<file path="src/rtl/mmio_responder.sv">
// MMIO slave for LEDs, switches/buttons, a 7-segment display handshake and a free-running counter.
// Define MMIO_DEBOUNCE_EN to debounce the buttons before confirm-edge detection.
module mmio_responder #(
    parameter int unsigned SEG_BUSY_CYCLES = 8,
    parameter int unsigned DEBOUNCE_CYCLES = 16
) (
    input  logic        clk,
    input  logic        rst,
    input  logic [7:0]  io_addr,
    input  logic [31:0] io_dout,
    input  logic        io_we,
    input  logic        io_rd,
    output logic [31:0] io_din,
    input  logic [15:0] sw,
    input  logic [4:0]  btn,
    output logic [15:0] led,
    output logic [31:0] seg_out
);
    localparam logic [7:0] ADDR_LED      = 8'h00;
    localparam logic [7:0] ADDR_SWT      = 8'h04;
    localparam logic [7:0] ADDR_SEG_RDY  = 8'h08;
    localparam logic [7:0] ADDR_SEG_DATA = 8'h0C;
    localparam logic [7:0] ADDR_SWX_VLD  = 8'h10;
    localparam logic [7:0] ADDR_SWX_DATA = 8'h14;
    localparam logic [7:0] ADDR_CNT      = 8'h18;

    if (SEG_BUSY_CYCLES < 1 || SEG_BUSY_CYCLES > 255) begin : g_bad_seg_busy
        $error("SEG_BUSY_CYCLES must be in 1..255");
    end
    if (DEBOUNCE_CYCLES < 1) begin : g_bad_debounce
        $error("DEBOUNCE_CYCLES must be at least 1");
    end

    typedef enum logic {SEG_IDLE, SEG_BUSY} seg_state_t;

    seg_state_t  seg_state, seg_state_nxt;
    logic [7:0]  busy_cnt, busy_cnt_nxt;
    logic [31:0] seg_out_nxt;
    logic        seg_rdy;

    logic [15:0] sw_meta, sw_s;
    logic [4:0]  btn_meta, btn_s;
    logic        conf_lvl;
    logic        btn_prev;
    logic        armed;
    logic [1:0]  prime;
    logic        confirm;

    logic [15:0] swx_sw;
    logic        swx_vld;
    logic [31:0] cnt_data;

    logic wr_led, wr_seg, wr_cnt, rd_swx;

    assign wr_led = io_we && (io_addr == ADDR_LED);
    assign wr_seg = io_we && (io_addr == ADDR_SEG_DATA);
    assign wr_cnt = io_we && (io_addr == ADDR_CNT);
    assign rd_swx = io_rd && (io_addr == ADDR_SWX_DATA);

    always_ff @(posedge clk or posedge rst) begin
        if (rst) begin
            sw_meta  <= '0;
            sw_s     <= '0;
            btn_meta <= '0;
            btn_s    <= '0;
        end else begin
            sw_meta  <= sw;
            sw_s     <= sw_meta;
            btn_meta <= btn;
            btn_s    <= btn_meta;
        end
    end

`ifdef MMIO_DEBOUNCE_EN
    localparam int unsigned DB_W = $clog2(DEBOUNCE_CYCLES + 1);

    logic [4:0]      btn_acc;
    logic [DB_W-1:0] db_cnt [5];

    always_ff @(posedge clk or posedge rst) begin
        if (rst) begin
            btn_acc <= '0;
            for (int unsigned i = 0; i < 5; i++) db_cnt[i] <= '0;
        end else begin
            for (int unsigned i = 0; i < 5; i++) begin
                if (btn_s[i] != btn_acc[i]) begin
                    if (db_cnt[i] == DB_W'(DEBOUNCE_CYCLES - 1)) begin
                        btn_acc[i] <= btn_s[i];
                        db_cnt[i]  <= '0;
                    end else begin
                        db_cnt[i] <= db_cnt[i] + 1'b1;
                    end
                end else begin
                    db_cnt[i] <= '0;
                end
            end
        end
    end

    assign conf_lvl = btn_acc[0];
`else
    assign conf_lvl = btn_s[0];
`endif

    // The synchronizer flushes to 0 after reset; arming only once a real low
    // has been sampled keeps a button held through reset from firing.
    always_ff @(posedge clk or posedge rst) begin
        if (rst) begin
            btn_prev <= 1'b0;
            armed    <= 1'b0;
            prime    <= '0;
        end else begin
            btn_prev <= conf_lvl;
            prime    <= {prime[0], 1'b1};
            if (prime[1] && !btn_s[0]) armed <= 1'b1;
        end
    end

    assign confirm = armed && conf_lvl && !btn_prev;

    always_comb begin
        seg_state_nxt = seg_state;
        busy_cnt_nxt  = busy_cnt;
        seg_out_nxt   = seg_out;
        case (seg_state)
            SEG_IDLE: begin
                if (wr_seg) begin
                    seg_out_nxt   = io_dout;
                    busy_cnt_nxt  = 8'(SEG_BUSY_CYCLES);
                    seg_state_nxt = SEG_BUSY;
                end
            end
            SEG_BUSY: begin
                busy_cnt_nxt = busy_cnt - 8'd1;
                if (busy_cnt == 8'd1) seg_state_nxt = SEG_IDLE;
            end
            default: seg_state_nxt = SEG_IDLE;
        endcase
    end

    always_ff @(posedge clk or posedge rst) begin
        if (rst) begin
            seg_state <= SEG_IDLE;
            busy_cnt  <= '0;
            seg_out   <= '0;
        end else begin
            seg_state <= seg_state_nxt;
            busy_cnt  <= busy_cnt_nxt;
            seg_out   <= seg_out_nxt;
        end
    end

    assign seg_rdy = (seg_state == SEG_IDLE);

    always_ff @(posedge clk or posedge rst) begin
        if (rst) begin
            led      <= '0;
            swx_sw   <= '0;
            swx_vld  <= 1'b0;
            cnt_data <= '0;
        end else begin
            if (wr_led) led <= io_dout[15:0];
            if (wr_cnt) cnt_data <= io_dout;
            else        cnt_data <= cnt_data + 32'd1;
            if (confirm) begin
                swx_sw  <= sw_s;
                swx_vld <= 1'b1;
            end else if (rd_swx) begin
                swx_vld <= 1'b0;
            end
        end
    end

    always_comb begin
        io_din = '0;
        if (io_rd) begin
            case (io_addr)
                ADDR_SWT:      io_din = {11'b0, btn_s, sw_s};
                ADDR_SEG_RDY:  io_din = {31'b0, seg_rdy};
                ADDR_SWX_VLD:  io_din = {31'b0, swx_vld};
                ADDR_SWX_DATA: io_din = {16'b0, swx_sw};
                ADDR_CNT:      io_din = cnt_data;
                default:       io_din = '0;
            endcase
        end
    end

endmodule

</file>
<file path="config.mk">
export PLATFORM = sky130hd
export DESIGN_NAME = mmio_responder
export DESIGN_NICKNAME = d
export VERILOG_FILES = /design/src/rtl/mmio_responder.sv
export SDC_FILE = /design/constraint.sdc
export NUM_CORES = 1
export LEC_CHECK = 0
export CAP_MARGIN = 30
export CORE_ASPECT_RATIO = 1.25
export CORE_UTILIZATION = 46
export DETAILED_ROUTE_END_ITERATION = 10
export GPL_ROUTABILITY_DRIVEN = 0
export PLACE_DENSITY = 0.81
export SYNTH_ARGS = -nofsm -noshare
export SYNTH_HDL_FRONTEND = slang
export SYNTH_SLANG_ARGS = --single-unit
</file>
<file path="constraint.sdc">
create_clock -name clk -period 4.55 [get_ports clk]
set_input_delay 0.455 -clock clk [delete_from_list [all_inputs] [get_ports clk]]
set_output_delay 0.455 -clock clk [all_outputs]
set_load 0.02 [all_outputs]
</file>
==> metrics, run 1 <==
status complete, no violations; Post-synth EDFFs 0; commonest cells after routing, fill and taps aside dfrtp_1 (152), clkdlybuf4s50_1 (144), nand2_1 (143); non-filler cells, final roughly 930; cell taking the most area after synthesis dfrtp_1; die height 134 um; slew margin rel. a little over two fifths; Die Area approximately 15000 um2; clock-pin slew on the worst setup and hold paths 0.06 ns; Cell Pwr Density between 400 and 500 nW/um2; Placed Instance Area 8050 um2; unrepaired setup endpoints after global routing false; Netlist cell types 46; Inst Count DP 894; Setup Viol. Count Final 0; CTS H-Tree Depth 4; worst reg-to-reg path cell count 6; largest net degree at the start of global routing 84; PortBufs 144; clock skew 0.00784 ns; syn_nets 664; fill count between 1000 and 1500; CTS buffer count 17; Post-CTS Setup Bufs 0; Resized Gates After CTS 0; Die X 108 um; VDD IR max 241 uV; sequential share of the synthesized area 58.9%; Mapped Cells 596; Req. time, crit path 4.09 ns; CTS tree yes; Site Rows 48; fin util 62.9%; IO Pins 145; fraction of layout cells with a size suffix above 1 a little over a tenth; Core Area 13800 um2; starting density of the core 46.9%; most common cell after layout, fill and taps aside dfrtp_1; Synth area leaders dfrtp_1 (59%), nand2_1 (8.3%), mux2_2 (5.1%); Min Clock Period, post-route 3.41 ns; cts hold-fix bufs 0; Min-Delay Path Class reg2reg; HPWL Detailed 11.4 mm; GR Overflow Total 0; Max Slew Vio Count 0; wirelength, routed approximately 16 mm; RR Startpoint cnt_data[0]; critical path launch point io_addr[3]; vias per cell 5.43; CP startpoint kind input pin; critical path peak fanout 18; Synth async-reset ratio 100%; Setup CP Type in2out; max_cap viols 0; max frequency 293 MHz; Yosys reg bits around 150; routed via count approximately 5000; Yosys Warn Count 0; Fin. Hold Viols 0; post-route cell area 8640 um2; vias in the first global route between 5000 and 6000; Synth top area share 58.9%; Wirelength per Cell 17.1 um; crit path to io_din[16]; Final nets 806; Final period util 75.0%; Sink Count roughly 150; first-pass GRT wire length 25.7 mm; Top FF cell, synth dfrtp_1; CTS max path bufs 2; syn avg cell area 10.8 um2; # DRC 0; Clock Tree Root clkbuf_16; Crit. End Element output pin; First-pass DRT Iterations 5; n_diodes 0; Worst Hold Slack 0.346 ns; Worst-Skew Late Latency between 0.4 and 0.5 ns; Total Routing Usage GR 23.2%; initial antenna violation count 0; worst reg2reg setup slack 2.49 ns; Synth Cell Area 6450 um2; Slew @ Worst Pin approximately 0.85 ns; reg2reg end cnt_data[26]; setup tns final 0 ns; Synth-to-Final Area Change 33.9%; Initial DRC Count around 320; Worst EP arrival a little under 3 ns; Routed Antenna Nets 0; Leak 3.72 nW
[worst min path at each step]
stage | start | endpoint | slack (ns) | cells past startpoint
2_1_floorplan | btn_meta[0] | btn_s[0] | 0.33 | 0
3_3_place_gp | sw_meta[14] | sw_s[14] | 0.33 | 0
3_5_place_dp | sw_meta[2] | sw_s[2] | 0.33 | 0
4_1_cts | sw_meta[2] | sw_s[2] | 0.35 | 0
5_1_grt | sw_meta[1] | sw_s[1] | 0.35 | 0
6_report | sw_meta[1] | sw_s[1] | 0.35 | 0
[where the power goes]
part / total (mW) / leakage, nW / switching [mW] / internal [mW]
combinational: 0.375 / 1.54 / 0.176 / 0.199
clock: 1.41 / 0.282 / 0.537 / 0.875
sequential: 1.68 / 1.90 / 0.173 / 1.50
total: 3.46 / 3.72 / 0.886 / 2.58
[sequential cells by signal, indices dropped and copies added, names as in the netlist, 2 cells and up]
register,count
sw_s,16
led,16
swx_sw,16
sw_meta,16
seg_out,32
prime,2
cnt_data,32
btn_s,5
btn_meta,5
busy_cnt,8
[layout make-up]
class | count | area (um2) | share of cell area, %
Inverter | 8 | 35.0 | 0.405
Clock buffer | 20 | 447 | 5.17
Clock inverter | 11 | 149 | 1.72
Tap cell | 175 | 219 | 2.53
Sequential cell | 152 | 3800 | 44.0
Timing Repair Buffer | 152 | 1500 | 17.4
Multi-Input combinational cell | 407 | 2490 | 28.8
[synth_stat cells, drive strengths merged, types with 3 or more instances]
master	n
nand3	21
a21oi	7
dfrtp	152
and2	13
xnor2	18
inv	8
and4	5
ha	3
clkbuf	16
a22o	21
or3	5
nand2	143
mux2	35
and3	8
nor3	14
xor2	11
nor2	28
o21ai	33
a22oi	15
nand4	9
buf	13
or4	5
[cell families after synthesis]
| group | synth area share, % |
|---|---|
| AO/OA/AOI/OAI | 7.97 |
| XOR/XNOR | 3.93 |
| adder cells (fa/ha/maj) | 0.582 |
| buffers and inverters | 2.60 |
| flip-flops | 58.9 |
| multiplexers | 6.11 |
| other | 0.0581 |
| AND/OR/NAND/NOR | 19.8 |
[critical path: stages]
cell	delay (ns)
clkdlybuf4s50_1	0.60
nor4b_4	0.24
buf_4	0.25
and3_1	0.53
a22o_1	0.23
clkdlybuf4s50_1	0.64
[metal layers]
layer / vias to the layer above / part of all wire [%] / track usage, %
met5: - / 0 / 0
met4: 0 / 4.1 / 12.7
met3: 48 / 4.6 / 4.62
met2: 168 / 53 / 40.1
met1: 2492 / 39 / 26.6
li1: 2316 / - / -
[metrics by stage]
step	setup slack [ns]	total power, mW
floorplan	0.00190	1.87
CTS	1.18	3.48
detailed placement	1.19	2.07
global route	1.02	3.61
global placement	1.27	2.03
finish	1.14	3.46
Power figures use the tool's default switching activity.
==> inputs of run 2 (changes only) <==
CORE_UTILIZATION = 50   (was 46)
PLACE_DENSITY = 0.83   (was 0.81)
clock period = 3.2 ns   (was 4.55 ns; I/O delays follow)
==> run 2 against run 1 <==
Effect of this change: clock-buffer cell count stayed put; total power is 43% higher; critical path depth stayed put; largest power group unchanged; sequential share of layout area is 0.13 points lower.
==> metrics, run 2 (synthesis gave the netlist of run 1 again) <==
Core Area 12700 um2 (was 13800 um2); largest net degree at the start of global routing 153 (was 84); PortBufs 144 (unchanged); Resized Gates After CTS 0 (unchanged); commonest cells after routing, fill and taps aside dfrtp_1 (152), clkdlybuf4s50_1 (144), nand2_1 (143) (unchanged); Crit. End Element output pin (unchanged); non-filler cells, final 920 (was 925); Cell Int Power 3.69 mW (was 2.58 mW); CP cell instances clkdlybuf4s50_1 -> nor2_1 -> nand2_1 -> or3_1 -> nor2_1 -> clkdlybuf4s50_1 (was clkdlybuf4s50_1 -> nor4b_4 -> buf_4 -> and3_1 -> a22o_1 -> clkdlybuf4s50_1); Synth-to-Final Area Change 34.3% (was 33.9%); Initial DRC Count 275 (was 324); critical path peak fanout 16 (was 18); HPWL Detailed 10.9 mm (was 11.4 mm); fin worst setup slack 0.286 ns (was 1.14 ns); max_cap viols 0 (unchanged); Inst Count DP 889 (was 894); cts hold-fix bufs 0 (unchanged); Leak 3.73 nW (was 3.72 nW); Top Registers cnt_data: 32 flops, seg_out: 32 flops (unchanged); die height 129 um (was 134 um); Clock Tree Root clkbuf_16 (unchanged); routed via count 4989 (was 5024); Slew @ Worst Pin 0.852 ns (was 0.853 ns); Final period util 91.1%; Routed Antenna Nets 0 (unchanged); max frequency 343 MHz; Setup Viol. Count Final 0 (unchanged); n_diodes 0 (unchanged); status complete, no violations (unchanged); GR Overflow Total 0 (unchanged); CTS tree yes (unchanged); Combinational Power Share 10.7% (was 10.8%); Max Slew Vio Count 0 (unchanged); slew margin rel. 43.1% (about the same); clock power share 41.2% (was 40.8%); Worst EP arrival 2.59 ns (was 2.96 ns); vias per cell 5.42 (was 5.43); fraction of layout cells with a size suffix above 1 11.3% (was 10.9%); Site Rows 46 (was 48); Die Area 13400 um2 (was 14500 um2); Sink Count 152 (unchanged); Cell Pwr Density 570 nW/um2 (was 401 nW/um2); wirelength, routed 15.6 mm (was 15.9 mm); crit path max-delay cell type clkdlybuf4s50_1 (unchanged); P_sw 1.26 mW (was 0.886 mW); most common cell after layout, fill and taps aside dfrtp_1 (unchanged); starting density of the core 51.0% (was 46.9%); VDD IR max 425 uV (was 241 uV); Total Power 4.94 mW (was 3.46 mW); Min-Delay Path Class in2reg (was reg2reg); Total Routing Usage GR 24.3% (was 23.2%); register share of total power 48.1% (was 48.4%); clock-pin slew on the worst setup and hold paths 0.06 ns (about the same); Die X 104 um (was 108 um); Post-CTS Setup Bufs 0 (unchanged); First-pass DRT Iterations 4 (was 5); CTS H-Tree Depth 4 (unchanged); Min Clock Period, post-route a little under 3 ns; CP bufs+invs 2 (was 3); clock skew 0.0131 ns (was 0.00784 ns); IO Pins 145 (unchanged); Fin. Hold Viols 0 (unchanged); Setup CP Type in2out (unchanged); Crit path max-delay family buffers and inverters (unchanged); Worst-Skew Late Latency 0.41 ns (about the same); Wirelength per Cell 16.9 um (was 17.1 um); initial antenna violation count 0 (unchanged); Req. time, crit path 2.88 ns (was 4.09 ns); first-pass GRT wire length 25.2 mm (was 25.7 mm); # DRC 0 (unchanged); Final nets 808 (was 806); CP startpoint kind input pin (unchanged); worst slack, placed 0.300 ns (was 1.19 ns); unrepaired setup endpoints after global routing false (unchanged); CTS max path bufs 2 (unchanged); setup tns final 0 ns (unchanged); CTS buffer count 17 (unchanged); Sw Ratio 25.4% (was 25.6%); Critical Path Max Stage Delay 0.64 ns (about the same); vias in the first global route 5067 (was 5327)
run 2: per-stage QoR:
stage | instance area [um2] | hold slack, ns | util [%]
6_report | 8670 | 0.340 | 68.5
2_1_floorplan | 6460 | 0.331 | -
3_5_place_dp | 8070 | 0.335 | 63.7
4_1_cts | 8670 | 0.331 | 68.5
5_1_grt | 8670 | 0.334 | 68.5
3_3_place_gp | 8070 | 0.331 | 63.7
run 2: path summary, 6_finish.rpt:
| path | start | to | slack [ns] | depth (start not counted) |
|---|---|---|---|---|
| max in group asynchronous | rst | prime[0] | 2.12 | 3 |
| max reg2reg | cnt_data[1] | cnt_data[26] | 1.19 | 6 |
| min in group asynchronous | rst | sw_meta[5] | 0.44 | 3 |
| min | sw[11] | sw_meta[11] | 0.34 | 1 |
| max | io_addr[1] | io_din[13] | 0.29 | 6 |
| min reg2reg | sw_meta[3] | sw_s[3] | 0.34 | 0 |
run 2: metal layers:
| layer | GRT usage [%] | share of wire (%) |
|---|---|---|
| met1 | 27.8 | 39 |
| met2 | 43.7 | 54 |
| met3 | 4.93 | 3.7 |
| met4 | 11.8 | 2.8 |
| met5 | 0 | 0 |
run 2: worst reg2reg max path, delay by kind of cell (launching register included):
kind / cells / cell delay [ns]
xor+xnor: 1 / 0.16
simple gates: 3 / 1.00
flops: 1 / 0.43
fa+ha+maj: 1 / 0.23
compound gates: 1 / 0.12
run 2: cell type report:
type	count	area [um2]
fillers	924	3990
flip-flops and latches	152	3800
multi-input cells	407	2490
repair buffers	154	1530
clock buffers	20	457
well taps	168	210
clock inverters	11	148
inverters	8	33.8
run 2: power groups by stage:
stage | logic (mW) | clock network, mW | registers, mW
after floorplan | 0.302 | 0 | 2.36
after global placement | 0.506 | 0 | 2.38
after detailed placement | 0.531 | 0 | 2.40
after CTS | 0.536 | 2.07 | 2.38
after global routing | 0.587 | 2.15 | 2.41
final | 0.530 | 2.04 | 2.38
==> inputs of run 3 (changes only) <==
CORE_UTILIZATION = 45   (was 50)
CTS_BUF_LIST = sky130_fd_sc_hd__clkbuf_8   (was unset)
PLACE_DENSITY = 0.77   (was 0.83)
clock period = 3.3 ns   (was 3.2 ns; I/O delays follow)
==> run 3 against run 2 <==
Effect of this change: critical path depth up 2; utilization is 7.2 points lower; via count is 0.98% lower; clock skew is essentially flat; flip-flop and latch count unchanged; clock power is 25% lower; hold slack got worse by 0.027 ns; critical endpoint is now io_din[16]; largest cell class unchanged; highest routed layer unchanged.
==> metrics, run 3 (synthesis gave the netlist of run 1 again) <==
status complete, no violations (unchanged); CP startpoint kind input pin (unchanged); Cell Pwr Density 511 nW/um2 (was 570 nW/um2); Wirelength per Cell 16.6 um (was 16.9 um); Clock Tree Root clkbuf_8 (was clkbuf_16); CTS H-Tree Depth 4 (unchanged); critical path peak fanout 6 (was 16); Post-CTS Setup Bufs 0 (unchanged); Setup CP Type in2out (unchanged); routed via count 4940 (was 4989); VDD IR max 279 uV (was 425 uV); top layer in use met4 (unchanged); area of the multi-input gates 2490 um2 (unchanged); vias in the first global route 5140 (was 5067); Die X 109 um (was 104 um); largest net degree at the start of global routing 69 (was 153); unrepaired setup endpoints after global routing false (unchanged); Top Registers cnt_data: 32 flops, seg_out: 32 flops (unchanged); max frequency 335 MHz; Slew @ Worst Pin 0.861 ns (was 0.852 ns); Max Slew Vio Count 0 (unchanged); Metal-1 WL 5.97 mm (was 6.12 mm); Setup Viol. Count Final 0 (unchanged); HPWL Detailed 11.3 mm (was 10.9 mm); Min-Delay Path Class in2reg (unchanged); First-pass DRT Iterations 4 (unchanged); post-route cell area 8540 um2 (was 8670 um2); clock skew 0.0131 ns (about the same); fin util 61.3% (was 68.5%); commonest cells after routing, fill and taps aside dfrtp_1 (152), clkdlybuf4s50_1 (144), nand2_1 (143) (unchanged); Sink Count 152 (unchanged); initial antenna violation count 0 (unchanged); clock-pin slew on the worst setup and hold paths 0.08 ns (was 0.06 ns); Final period util between 90% and 100%; max_cap viols 0 (unchanged); n_diodes 0 (unchanged); non-filler cells, final 930 (was 920); Core Area 13900 um2 (was 12700 um2); Leak 3.69 nW (was 3.73 nW); Fin. Hold Viols 0 (unchanged); wire length on met3 772 um (was 578 um); DR WL met2 8.33 mm (was 8.44 mm); IO Pins 145 (unchanged); Crit. End Element output pin (unchanged); Synth-to-Final Area Change 32.2% (was 34.3%); fraction of layout cells with a size suffix above 1 11.5% (was 11.3%); starting density of the core 46.3% (was 51.0%); most common cell after layout, fill and taps aside dfrtp_1 (unchanged); Final nets 811 (was 808); wirelength, routed 15.5 mm (was 15.6 mm); CTS max path bufs 2 (unchanged); Inst Count DP 899 (was 889); setup tns final 0 ns (unchanged); cts hold-fix bufs 0 (unchanged); PortBufs 144 (unchanged); vias per cell 5.31 (was 5.42); Req. time, crit path 2.97 ns (was 2.88 ns); die height 136 um (was 129 um); fill count 1173 (was 924); GR Overflow Total 0 (unchanged); Resized Gates After CTS 0 (unchanged); Worst EP arrival 2.65 ns (was 2.59 ns); Site Rows 48 (was 46); CTS buffer count 17 (unchanged); CTS tree yes (unchanged); Initial DRC Count 273 (was 275); Routed Antenna Nets 0 (unchanged); Worst-Skew Late Latency 0.45 ns (was 0.41 ns); FF/Latch Area 3800 um2 (unchanged); Min Clock Period, post-route 2.98 ns; # DRC 0 (unchanged); first-pass GRT wire length 24.7 mm (was 25.2 mm); Die Area 14800 um2 (was 13400 um2); slew margin rel. 42.4% (was 43.1%); Total Routing Usage GR 22.0% (was 24.3%); Placed Instance Area 8100 um2 (was 8070 um2)
[run 3: cell types whose count changed in the layout (fill, tap and decap cells not counted), moves of 2 or more]
| cell | delta |
|---|---|
| buf_4 | +3 |
| clkbuf_8 | +17 |
| clkinvlp_4 | -4 |
| inv_1 | +2 |
| clkinv_4 | +3 |
| clkbuf_16 | -17 |
[run 3: final cells by class]
class                   instances  area share (%)
clock inverters                12            2.07
repair buffers                157            18.2
flip-flops and latches        152            44.6
well taps                     175            2.57
clock buffers                  19            3.06
inverters                       8           0.396
multi-input cells             407            29.2
[run 3: path summary, 6_finish.rpt]
check / slack (ns) / to / from / cells after the start
worst max-delay path: 0.32 / io_din[16] / io_addr[1] / 8
worst min-delay path: 0.31 / sw_meta[9] / sw[9] / 1
worst max register to register: 1.23 / cnt_data[26] / cnt_data[0] / 6
worst min register to register: 0.35 / sw_s[6] / sw_meta[6] / 0
max in group asynchronous: 2.05 / cnt_data[25] / rst / 3
min in group asynchronous: 0.40 / sw_s[3] / rst / 2
[run 3: through the flow]
stage               worst slack, ns  power (mW)  hold slack, ns
floorplan                      1.05        2.58           0.331
global placement              0.423        2.81           0.331
detailed placement            0.316        2.85           0.336
CTS                           0.307        4.40           0.288
global route                  0.208        4.56           0.288
finish                        0.319        4.36           0.313
[run 3: where the power goes]
| part | switching [mW] | internal [mW] | leakage, nW |
|---|---|---|---|
| sequential | 0.234 | 2.07 | 1.90 |
| clock | 0.679 | 0.860 | 0.229 |
| combinational | 0.240 | 0.277 | 1.57 |
| total | 1.15 | 3.21 | 3.69 |
[run 3: worst max-delay path: stages]
cell             delay (ns)
clkdlybuf4s50_1        0.51
nor2_1                 0.21
nand2_1                0.10
nor3_1                 0.20
buf_4                  0.18
and2_1                 0.30
a22o_1                 0.17
clkdlybuf4s50_1        0.65
[run 3: per-layer routing]
metal | GRT usage [%] | vias up
met4 | 9.01 | 0
li1 | - | 2326
met2 | 39.4 | 149
met1 | 24.9 | 2439
met3 | 5.13 | 26
met5 | 0 | -
